===== src/rtl/mips_pkg.sv =====
// Shared MIPS-subset definitions: opcodes, fetch FSM states, fetch queue entry.
// Pure declarations, no logic.
package mips_pkg;

    localparam logic [5:0] OP_RTYPE = 6'b000000;
    localparam logic [5:0] OP_LW    = 6'b100011;
    localparam logic [5:0] OP_SW    = 6'b101011;
    localparam logic [5:0] OP_BEQ   = 6'b000100;
    localparam logic [5:0] OP_ORI   = 6'b001101;
    localparam logic [5:0] OP_JRSAL = 6'b010001;
    localparam logic [5:0] OP_BALN  = 6'b011001;

    localparam logic [31:0] NOP = 32'h0000_0000;

    // FETCH: nothing outstanding; WAIT: response will be kept; DROP: response will be discarded
    typedef logic [1:0] fetch_state_t;
    localparam fetch_state_t ST_FETCH = 2'd0;
    localparam fetch_state_t ST_WAIT  = 2'd1;
    localparam fetch_state_t ST_DROP  = 2'd2;

    typedef struct packed {
        logic [31:0] pc;
        logic [31:0] instr;
    } fetch_entry_t;

    function automatic logic [31:0] word_align(input logic [31:0] addr);
        return addr & ~32'd3;
    endfunction

endpackage


===== src/rtl/fetch_queue.sv =====
// Two-entry in-order queue of {pc, instr}; head slot is always the output.
// Latency: push visible at head one cycle later, no bypass.
// Backpressure: head held while not popped; push while full without pop is ignored.
module fetch_queue
    import mips_pkg::*;
(
    input  logic         clk,
    input  logic         rst_n,
    input  logic         flush,
    input  logic         push,
    input  fetch_entry_t push_dat,
    input  logic         pop,
    output logic [1:0]   count,
    output fetch_entry_t head_dat
);

    fetch_entry_t e0_q, e0_d;
    fetch_entry_t e1_q, e1_d;
    logic [1:0]   count_q, count_d;
    logic         push_ok;
    logic         pop_ok;

    assign push_ok  = push && ((count_q != 2'd2) || pop);
    assign pop_ok   = pop && (count_q != 2'd0);
    assign count    = count_q;
    assign head_dat = e0_q;

    always_comb begin
        e0_d    = e0_q;
        e1_d    = e1_q;
        count_d = count_q;
        if (flush) begin
            count_d = 2'd0;
        end else begin
            case ({push_ok, pop_ok})
                2'b10: begin
                    if (count_q == 2'd0) e0_d = push_dat;
                    else                 e1_d = push_dat;
                    count_d = count_q + 2'd1;
                end
                2'b01: begin
                    e0_d    = e1_q;
                    count_d = count_q - 2'd1;
                end
                2'b11: begin
                    if (count_q == 2'd1) begin
                        e0_d = push_dat;
                    end else begin
                        e0_d = e1_q;
                        e1_d = push_dat;
                    end
                end
                default: ;
            endcase
        end
    end

    always_ff @(posedge clk or negedge rst_n) begin
        if (!rst_n) begin
            e0_q    <= '0;
            e1_q    <= '0;
            count_q <= 2'd0;
        end else begin
            e0_q    <= e0_d;
            e1_q    <= e1_d;
            count_q <= count_d;
        end
    end

endmodule


===== src/rtl/fetch_unit.sv =====
// Instruction fetch: PC, single-outstanding imem reads, 2-entry queue to decode.
// Latency: response to id_valid 1 cycle; redirect to new request 1 cycle.
// Backpressure: no request issued unless the queue will have room; id outputs held while stalled.
module fetch_unit
    import mips_pkg::*;
#(
    parameter logic [31:0] RESET_PC = 32'h0000_0000,
    parameter int          DEPTH    = 2
) (
    input  logic        clk,
    input  logic        rst_n,
    output logic        imem_req,
    output logic [31:0] imem_addr,
    input  logic        imem_rvalid,
    input  logic [31:0] imem_rdata,
    input  logic        redirect_valid,
    input  logic [31:0] redirect_pc,
    output logic        id_valid,
    input  logic        id_ready,
    output logic [31:0] id_instr,
    output logic [31:0] id_pc,
    output logic [5:0]  id_opcode
);

    localparam logic [2:0] DEPTH_W = 3'(DEPTH);

    fetch_state_t state_q, state_d;
    logic [31:0]  fetch_pc_q, fetch_pc_d;
    logic [1:0]   q_count;
    fetch_entry_t q_head;
    fetch_entry_t q_push_dat;
    logic         pop;
    logic         push;
    logic         resp_vld;
    logic         issue;
    logic [2:0]   occ_next;

    assign id_valid  = (q_count != 2'd0);
    assign id_instr  = q_head.instr;
    assign id_pc     = q_head.pc;
    assign id_opcode = q_head.instr[31:26];

    assign pop      = id_valid & id_ready;
    assign resp_vld = imem_rvalid & (state_q != ST_FETCH);
    assign push     = imem_rvalid & (state_q == ST_WAIT) & ~redirect_valid;
    assign occ_next = {1'b0, q_count} + {2'b00, push} - {2'b00, pop};
    assign issue    = ~redirect_valid & ((state_q == ST_FETCH) | resp_vld) & (occ_next < DEPTH_W);

    // Request must read as idle while reset is held, even though the state regs already look like FETCH.
    assign imem_req  = issue & rst_n;
    assign imem_addr = fetch_pc_q;

    // In WAIT the outstanding address is always the one just before fetch_pc.
    assign q_push_dat.pc    = fetch_pc_q - 32'd4;
    assign q_push_dat.instr = imem_rdata;

    always_comb begin
        state_d    = state_q;
        fetch_pc_d = fetch_pc_q;
        if (redirect_valid) begin
            fetch_pc_d = word_align(redirect_pc);
            state_d    = ((state_q != ST_FETCH) && !imem_rvalid) ? ST_DROP : ST_FETCH;
        end else begin
            if (issue) fetch_pc_d = fetch_pc_q + 32'd4;
            case (state_q)
                ST_FETCH: if (issue) state_d = ST_WAIT;
                ST_WAIT,
                ST_DROP:  if (imem_rvalid) state_d = issue ? ST_WAIT : ST_FETCH;
                default:  state_d = ST_FETCH;
            endcase
        end
    end

    always_ff @(posedge clk or negedge rst_n) begin
        if (!rst_n) begin
            state_q    <= ST_FETCH;
            fetch_pc_q <= RESET_PC;
        end else begin
            state_q    <= state_d;
            fetch_pc_q <= fetch_pc_d;
        end
    end

    fetch_queue u_queue (
        .clk      (clk),
        .rst_n    (rst_n),
        .flush    (redirect_valid),
        .push     (push),
        .push_dat (q_push_dat),
        .pop      (pop),
        .count    (q_count),
        .head_dat (q_head)
    );

endmodule


===== config.mk =====
export PLATFORM = sky130hd
export DESIGN_NAME = fetch_unit
export DESIGN_NICKNAME = d
export VERILOG_FILES = /design/src/rtl/mips_pkg.sv /design/src/rtl/fetch_queue.sv /design/src/rtl/fetch_unit.sv
export SDC_FILE = /design/constraint.sdc
export NUM_CORES = 1
export LEC_CHECK = 0
export ABC_AREA = 1
export BUFFER_PORTS_ARGS = -buffer_cell sky130_fd_sc_hd__buf_2
export CAP_MARGIN = 40
export CORE_ASPECT_RATIO = 0.5
export CORE_MARGIN = 10
export CORE_UTILIZATION = 56
export CTS_CLUSTER_SIZE = 24
export DETAILED_ROUTE_END_ITERATION = 7
export PLACE_DENSITY = 0.84
export SKIP_CTS_REPAIR_TIMING = 1
export SLEW_MARGIN = 30
export SYNTH_ARGS = -nofsm -noshare
export SYNTH_HDL_FRONTEND = slang
export SYNTH_SLANG_ARGS = --single-unit
export TNS_END_PERCENT = 50

===== constraint.sdc =====
create_clock -name clk -period 3.92 [get_ports clk]
set_input_delay 0.588 -clock clk [delete_from_list [all_inputs] [get_ports clk]]
set_output_delay 0.588 -clock clk [all_outputs]
set_load 0.005 [all_outputs]

==> Yosys cells after proc, flatten, opt, wreduce, memory -nomap -nowiden <==
Index checks and enable logic that the tools add are counted.
{ "op_classes": {"n_addsub": 6, "magnitude_cmp": 1, "eq_ne": 12, "n_mux": 16, "bitwise_logic": 9, "n_reduce_logical": 17} }
{ "ops": {"columns": ["operator", "n"], "rows": [
  ["$mux W64", 4],
  ["$pmux W64 S3", 1],
  ["$pmux W64 S2", 1],
  ["$mux W32", 2],
  ["$add A32 B3 Y32 const B", 1],
  ["$sub A32 B3 Y32 const B", 1],
  ["$mux W2", 5],
  ["$pmux W2 S2", 2],
  ["$reduce_bool A2 Y1", 4],
  ["$and A1 B1 Y1", 7],
  ["$eq A2 B1 Y1 const B", 3],
  ["$eq A2 B2 Y1 const B", 3],
  ["$ne A2 B2 Y1 const B", 3],
  ["$ne A3 B3 Y1 const B", 2],
  ["$reduce_bool A3 Y1", 2],
  ["$logic_not A2 Y1", 2],
  ["$reduce_and A4 Y1", 1],
  ["$add A2 B1 Y3", 1],
  ["$logic_and A1 B1 Y1", 3],
  ["$lt A3 B2 Y1 const B", 1],
  ["$reduce_and A3 Y1", 1],
  ["$sub A3 B1 Y3", 1],
  ["$add A2 B1 Y2 const B", 1],
  ["$ne A2 B1 Y1 const B", 1],
  ["8 further kinds", 8]
]} }
{ "word_totals": {"ff_bits": 164, "in_bits": 69, "output_inout_bits": 104, "word_cells": 68} }

==> Longest topological paths before layout <==
Gate-level depths: netlist (run 1).
{ "logic_depth": {"depth_word": 11, "ltp_mapped": 16, "mapped_depth_nobuf": 16} }

==> By module <==
A second synthesis (run 1) with hierarchy kept.
{ "hier_totals": {"hier_cells": 1629, "hier_area_um2": 10596.4} }
{ "by_module_without_submodules": {"columns": ["module", "instances", "cells_each", "area_each_um2", "seq_area_each_um2"], "rows": [
  ["fetch_queue", 1, 1069, 7214.4, 3253.1],
  ["fetch_unit", 1, 560, 3382.0, 800.8]
]} }

==> Worst setup path before layout (run 1) <==
No wires, ideal clock.
{ "synth_path": {"path_type": "register to output", "from": "register u_queue.count_q[1] (netlist: u_queue.count[1])", "to": "output port imem_req", "arrival_ps": 2528, "t_required_ps": 3332, "slack_ps": 804, "path_stages_with_launch": 14, "path_buffers": 1, "cell_sequence": "dfrtp_1 inv_1 ha_1 inv_2 nand2_2 inv_2 ha_1 or2_2 fa_1 xor2_1 nor2_1 nand2_1 clkbuf_1 nor2_1"} }
{ "synth_between": {"elab_chain_cells": 6, "word_cells_on_any_way": 7, "cone_classes": "add/sub: 2; order compare: 1; bitwise: 3; reduce/logical: 1"} }
{ "synth_lines": {"columns": ["element", "line_no", "source"], "rows": [
  ["start, declared", "fetch_queue.sv:19", "logic [1:0] count_q, count_d;"],
  ["start signal, assigned", "fetch_queue.sv:66", "count_q <= count_d;"],
  ["$reduce_bool A2 Y1", "fetch_unit.sv:38", "assign id_valid = (q_count != 2'd0);"],
  ["named net id_valid", "fetch_unit.sv:18", "output logic id_valid,"],
  ["$and A1 B1 Y1", "fetch_unit.sv:43", "assign pop = id_valid & id_ready;"],
  ["$sub A3 B1 Y3", "fetch_unit.sv:46", "assign occ_next = {1'b0, q_count} + {2'b00, push} - {2'b00, pop};"],
  ["$lt A3 B2 Y1", "fetch_unit.sv:47", "assign issue = ~redirect_valid & ((state_q == ST_FETCH) | resp_vld) & (occ_next < DEPTH_W);"],
  ["$and A1 B1 Y1", "fetch_unit.sv:47", null],
  ["$and A1 B1 Y1", "fetch_unit.sv:50", "assign imem_req = issue & rst_n;"],
  ["end, declared", "fetch_unit.sv:12", "output logic imem_req,"]
]} }
The timed path passes the listed nets, and every way through them passes these cells.

==> Worst setup path in the final report (run 1) <==
{ "layout_path": {"from": "register u_queue.count_q[1] (netlist: u_queue.count[1])", "to": "output port imem_req"} }
{ "layout_between": {"elab_chain_cells": 6, "word_cells_on_any_way": 7, "cone_classes": "add/sub: 2; order compare: 1; bitwise: 3; reduce/logical: 1"} }
{ "layout_lines": {"columns": ["element", "line_no"], "rows": [
  ["branches (longest 2 deep; another with $add A2 B1 Y3)", null],
  ["$sub A3 B1 Y3 (*)", "fetch_unit.sv:46"],
  ["$lt A3 B2 Y1 (*)", "fetch_unit.sv:47"],
  ["$and A1 B1 Y1 (*)", "fetch_unit.sv:47"],
  ["$and A1 B1 Y1 (*)", "fetch_unit.sv:50"]
]} }
Mark *: on every way between the ends.

==> metrics.yaml, run 1 <==
worst_hold_path:
  worstHoldPathType: "in2async"
drt:
  drc: 0
  first_iter_violations: 759
  wl_per_cell_um: 16.8
  firstDrtPassIters: 5
  wl_um: 25800
  antenna_left: 0
  num_vias: 8308
  routed_via_density: 5.40
clock_network:
  clockRootBuffer: "clkbuf_16"
  cts_sinks: 158
  clk_latency_ns: 0.42
  htreeDepth: 4
  cts_made_buffers: 17
  cts_tree: "built"
  clkTransAtPathRegs_ns: 0.07
  clockBufferDepth: 2
global_routing:
  grt.met1_usage: 0.335
  grt_pass1_vias: 7914
  grt-ovfl-total: 0
  grt_max_degree: 71
  grt.total_usage: 0.242
  use_met3: 0.0516
  met2_usage: 0.376
  grt_antenna_before_repair: 0
  grt_pass1_wl_um: 41300
  top_usage_layer: "met2"
logic_synthesis:
  synth_area_leaders: "dfrtp_1 46%, nand2_1 22%, nor2_1 6.9%"
  ys_types: 32
  synth_seq_cells: 158
  synth-warning-count: 0
  synth_seq_area_share: 0.463
  syn_area_um2: 8540
  syn_avg_cell_area_um2: 7.14
  synth_cells: 1196
  yosysTopAreaCell: "dfrtp_1"
  synth_top_area_frac: 0.463
floorplan:
  rows: 31
  io_pins: 173
  coreArea_um2: 14700
  start_util: 0.581
  die_w_um: 195
  die-area_um2: 20900
  die_y_um: 107
layout:
  final_cells: 1539
  antenna_cells: 0
  areaGrowthSynthToFinish_pct: 18.0
  drive_gt1_frac: 0.172
  final_util: 0.685
  fillers: 1243
  nets: 1408
power_and_ir_drop:
  p_leak_uw: 0.00514
  peakVddDrop_mv: 0.375
  power_density_nw_per_um2: 775
sta:
  worst_slew_pin_slew_ns: 0.774
  max_clock_freq_mhz: 266
  fin_tns_setup_ns: 0
  slew_viol_final: 0
  finalHoldViolCount: 0
  fin_crit_sh: 0.957
  setup_viol: 0
  fin_worst_skew_ns: 0.00998
  fin_crit_ns: 3.75
  rsz0062_at_grt: "false"
  slew_headroom: 0.483
placement:
  dp.cells: 1504
  port_buffers: 166
  dpl.hpwl_um: 18600
  gp_congestion: 0.917
worst_setup_path:
  path_cells: "inv_1, ha_2, inv_2, nand2_2, inv_2, ha_1, or2_2, fa_1, xor2_1, nor2_1, nand2_2, nor2_1, buf_2"
  crit_fanout: 8
  cpPeakStageDelay_ns: 0.45
  critPathRequiredTime_ns: 3.33
  crit_type: "reg2out"
  cp.arrival_ns: 3.16
  end_kind: "output pin"
  crit_slowest_cell: "dfrtp_2"
  startpoint_type: "flip-flop"
job:
  maxCapViolations: 0
run_status:
  status: "finished, final reports clean"
## layout by cell type, fill, tap and decap left out, types with 2 or more instances in the layout
| master | count |
|---|---|
| o21bai_1 | 3 |
| buf_4 | 16 |
| nand2_2 | 4 |
| conb_1 | 4 |
| dfrtp_1 | 157 |
| nor2_2 | 3 |
| o221ai_1 | 3 |
| or2_2 | 3 |
| inv_1 | 65 |
| nor3_1 | 8 |
| xor2_1 | 25 |
| o21ai_1 | 6 |
| o21ai_0 | 28 |
| inv_2 | 3 |
| clkinv_4 | 2 |
| nand4_1 | 12 |
| a31oi_1 | 37 |
| nor2_1 | 156 |
| inv_6 | 4 |
| bufinv_16 | 3 |
| o211ai_1 | 10 |
| o21a_1 | 2 |
| clkbuf_16 | 17 |
| a21oi_1 | 32 |
| nand3_1 | 53 |
| nand2_1 | 496 |
| inv_8 | 3 |
| buf_2 | 165 |
| ha_1 | 8 |
## area by class of cell
type	instances	area (um2)	area share
clock inverter	14	200	0.0199
sequential	158	3960	0.393
tap	198	248	0.0246
multi-input combinational	900	4010	0.398
clock buffer	17	425	0.0422
timing repair buffer	183	977	0.0970
inverter	69	259	0.0257
## worst max-delay path, delay by kind of cell (launching register included)
kind	cells	cell delay, ns
and+or+nand+nor	5	0.87
xor gates and xnor gates	1	0.17
buffers and inverters	4	0.36
DFF	1	0.45
adders and majority gates	3	0.90
## report_power, final
group	total [uW]	internal, uW	leakage (uW)	switching, uW
registers	3090	2380	0.00191	706
logic	2940	1140	0.00292	1800
clock network	1780	1030	0.000303	753
## through the flow
step           power (uW)  area (um2)  worst slack [ns]  hold slack (ns)
6_report             7810       10100             0.167            0.170
5_1_grt              8370       10100            0.0275            0.226
4_1_cts              7790       10000            0.0512            0.198
3_5_place_dp         6000        9410             0.445            0.459
3_3_place_gp         5850        9410             0.647            0.449
2_1_floorplan        4760        8550             0.804            0.292
## cells in the mapped netlist (all sizes together)
cell,count
nor2,159
and2,1
fa,1
nand3,53
clkbuf,35
buf,37
or2,3
o22ai,1
inv,69
ha,9
conb,1
nor3,9
nand4,12
dfrtp,158
a21oi,33
nand2,500
o21bai,3
a31oi,37
o221ai,3
and3,1
o211ai,10
xor2,25
o21a,2
o21ai,34
## registers in the layout (all words and copies together) (netlist names)
| signal | cells |
|---|---|
| state_q | 2 |
| u_queue.head_dat | 62 |
| imem_addr | 30 |
| u_queue.e1_q | 62 |
| u_queue.count | 2 |
## path summary, 6_finish.rpt
path / from / end / slack, ns / cells after the start
worst max-delay path: u_queue.count[1] / imem_req / 0.17 / 13
worst min-delay path: rst_n / state_q[1] / 0.17 / 1
worst max register to register: u_queue.count[1] / imem_addr[13] / 0.49 / 16
worst min register to register: u_queue.e1_q[52] / u_queue.e1_q[52] / 0.48 / 2
max in group asynchronous: rst_n / u_queue.e1_q[12] / 2.61 / 2
min in group clk: imem_rdata[26] / u_queue.e1_q[26] / 0.36 / 3
## cell families (layout without fill, tap and decap cells)
| logic type | count (synthesis) | in the layout | synth area share |
|---|---|---|---|
| compound gates | 123 | 123 | 0.0838 |
| xor+xnor | 25 | 25 | 0.0256 |
| fa+ha+maj | 10 | 10 | 0.0155 |
| buf+inv | 141 | 283 | 0.0705 |
| flops | 158 | 158 | 0.463 |
| other cells | 1 | 4 | 0.000439 |
| simple gates | 738 | 738 | 0.341 |
## routing by layer
layer | wire length, um | vias up
met4 | 477 | 0
li1 | - | 4021
met2 | 11600 | 358
met1 | 11700 | 3884
met3 | 2050 | 45
met5 | 0 | -
Power figures use the tool's default switching activity.
==> run 2: changes to the inputs <==
CORE_UTILIZATION = 35   (was 56)
PLACE_DENSITY = 0.58   (was 0.84)
==> run 2 against run 1 <==
  * Total power down 1.8%
  * Non-clock buffer count up 4
  * Flip-flop and latch count unchanged
  * Hold slack better by 0.081 ns
  * Clock power down 8%
  * Final area up 1.6%
  * Critical path depth unchanged
  * Die area up 50%
  * Critical endpoint unchanged
  * Highest routed layer unchanged
==> metrics.yaml, run 2 (same netlist as run 1, synthesis figures left out) <==
sta:
  fin_tns_setup_ns: 0  # unchanged
  fin_worst_skew_ns: 0.00904  # -0.000943 ns
  fin_crit_sh: 0.939  # -0.0180
  max_clock_freq_mhz: 272  # +1.9%
  slew_headroom: 0.397  # -0.0859
  finalHoldViolCount: 0  # unchanged
  setup_viol: 0  # unchanged
  hold_slack_ns: 0.251  # +0.0810 ns
  slew_viol_final: 0  # unchanged
  rsz0062_at_grt: "false"
  worst_slew_pin_slew_ns: 0.905  # +0.131 ns
  fin_crit_ns: 3.68  # -0.0704 ns
layout:
  finalInstanceArea_um2: 10200  # +1.6%
  final_cells: 1661  # +7.9%
  drive_gt1_frac: 0.175  # +0.00233
  final_cell_mix: "497 x nand2_1, 165 x buf_2, 157 x dfrtp_1"
  seqCellArea_um2: 3960  # unchanged
  nets: 1412  # +0.28%
  antenna_cells: 0  # unchanged
  areaGrowthSynthToFinish_pct: 19.9
  multi_input_area_um2: 4010  # about the same
  final_common_cell: "nand2_1"
  fillers: 2481  # +100%
floorplan:
  rows: 40  # +29%
  start_util: 0.356  # -0.225
  die-area_um2: 31400  # +50%
  die_y_um: 130  # +22%
  io_pins: 173  # unchanged
  die_w_um: 241  # +24%
  coreArea_um2: 24000  # +63%
worst_setup_path:
  r2r-start: "u_queue.count[1]"
  crit_family: "adder cells"
  rrSetupSlack_ns: 0.56  # +0.07 ns
  cp.buffers_inverters: 4  # unchanged
  path_cells: "inv_1, ha_2, inv_2, nand2_2, inv_2, ha_1, or2_2, fa_1, xor2_1, nor2_1, nand2_2, nor2_1, buf_2"
  rr_worst_depth: 16  # unchanged
  r2r-end: "imem_addr[20]"
  end_kind: "output pin"
  crit_fanout: 6  # -2
  startpoint: "u_queue.count[1]"
  crit_slowest_cell: "dfrtp_2"
  cpPeakStageDelay_ns: 0.44  # about the same
  cp.arrival_ns: 3.09  # -0.07 ns
  cp-endpoint: "imem_req"
  crit_cells: 13  # unchanged
  crit_type: "reg2out"
  critPathRequiredTime_ns: 3.33  # about the same
  startpoint_type: "flip-flop"
clock_network:
  clkTransAtPathRegs_ns: 0.06  # about the same
  htreeDepth: 4  # unchanged
  cts_sinks: 158  # unchanged
  clockBufferDepth: 2  # unchanged
  clk_latency_ns: 0.44  # +0.02 ns
  clockRootBuffer: "clkbuf_16"
  cts_made_buffers: 17  # unchanged
  cts_tree: "built"
power_and_ir_drop:
  peakVddDrop_mv: 0.297  # -21%
  p_leak_uw: 0.00515  # +0.17%
  power_density_nw_per_um2: 749  # -3.4%
placement:
  dp.cells: 1625  # +8.0%
  gp_congestion: 0.904  # -1.4%
  port_buffers: 166  # unchanged
  dpl_cell_area_um2: 9600  # +2.0%
  dpl.hpwl_um: 19700  # +6.0%
drt:
  antenna_left: 0  # unchanged
  drc: 0  # unchanged
  routed_via_density: 4.85  # -10%
  num_vias: 8048  # -3.1%
  wl_um: 27200  # +5.4%
  wl_per_cell_um: 16.4  # -2.3%
  first_iter_violations: 595  # -22%
  firstDrtPassIters: 5  # unchanged
global_routing:
  grt_pass1_wl_um: 43400  # +5.1%
  grt_antenna_before_repair: 0  # unchanged
  grt_max_degree: 159  # +120%
  grt.total_usage: 0.176  # -0.0662
  grt-ovfl-total: 0  # unchanged
  grt_pass1_vias: 7737  # -2.2%
worst_hold_path:
  worstHoldPathType: "in2async"
run_status:
  status: "finished, final reports clean"
job:
  maxCapViolations: 0  # unchanged
-- run 2: cell types whose count changed in the layout (fill, tap and decap cells not counted), moves of 2 or more --
cell,change
buf_4,+2
bufinv_16,-2
clkbuf_8,+3
clkinv_2,+2
clkinvlp_4,+2
inv_8,-3
-- run 2: through the flow --
| stage | power, uW | util | setup WS (ns) |
|---|---|---|---|
| after floorplan | 4760 | - | 0.804 |
| after global placement | 5980 | 0.400 | 0.602 |
| after detailed placement | 6060 | 0.400 | 0.428 |
| after CTS | 7720 | 0.425 | 0.0470 |
| after global routing | 8330 | 0.427 | 0.0170 |
| final | 7670 | 0.427 | 0.238 |
-- run 2: area by class of cell --
class                      count  share of cell area
tap                          315              0.0385
inverter                      69              0.0253
clock buffer                  21              0.0460
clock inverter                11              0.0104
sequential                   158               0.386
multi-input combinational    900               0.392
timing repair buffer         187               0.102
-- run 2: how the worst min path moves through the flow --
stage | startpoint | endpoint | slack (ns) | depth (start not counted)
4_1_cts | rst_n | state_q[1] | 0.33 | 2
3_5_place_dp | u_queue.e1_q[58] | u_queue.e1_q[58] | 0.45 | 2
6_report | rst_n | state_q[1] | 0.25 | 2
3_3_place_gp | u_queue.e1_q[58] | u_queue.e1_q[58] | 0.45 | 2
2_1_floorplan | rst_n | imem_addr[10] | 0.29 | 0
5_1_grt | imem_rdata[1] | u_queue.e1_q[1] | 0.34 | 3
-- run 2: where the power goes --
group	total, uW	switching (uW)	internal (uW)
clock	1640	706	929
combinational	2940	1780	1150
sequential	3090	715	2380
-- run 2: metal layers --
| layer | vias to the layer above | GRT usage | part of all wire | wire [um] |
|---|---|---|---|---|
| met4 | 0 | 0.0654 | 0.021 | 565 |
| met3 | 33 | 0.0347 | 0.050 | 1360 |
| met2 | 185 | 0.277 | 0.46 | 12500 |
| met5 | - | 0 | 0 | 0 |
| li1 | 4048 | - | - | - |
| met1 | 3782 | 0.238 | 0.47 | 12700 |
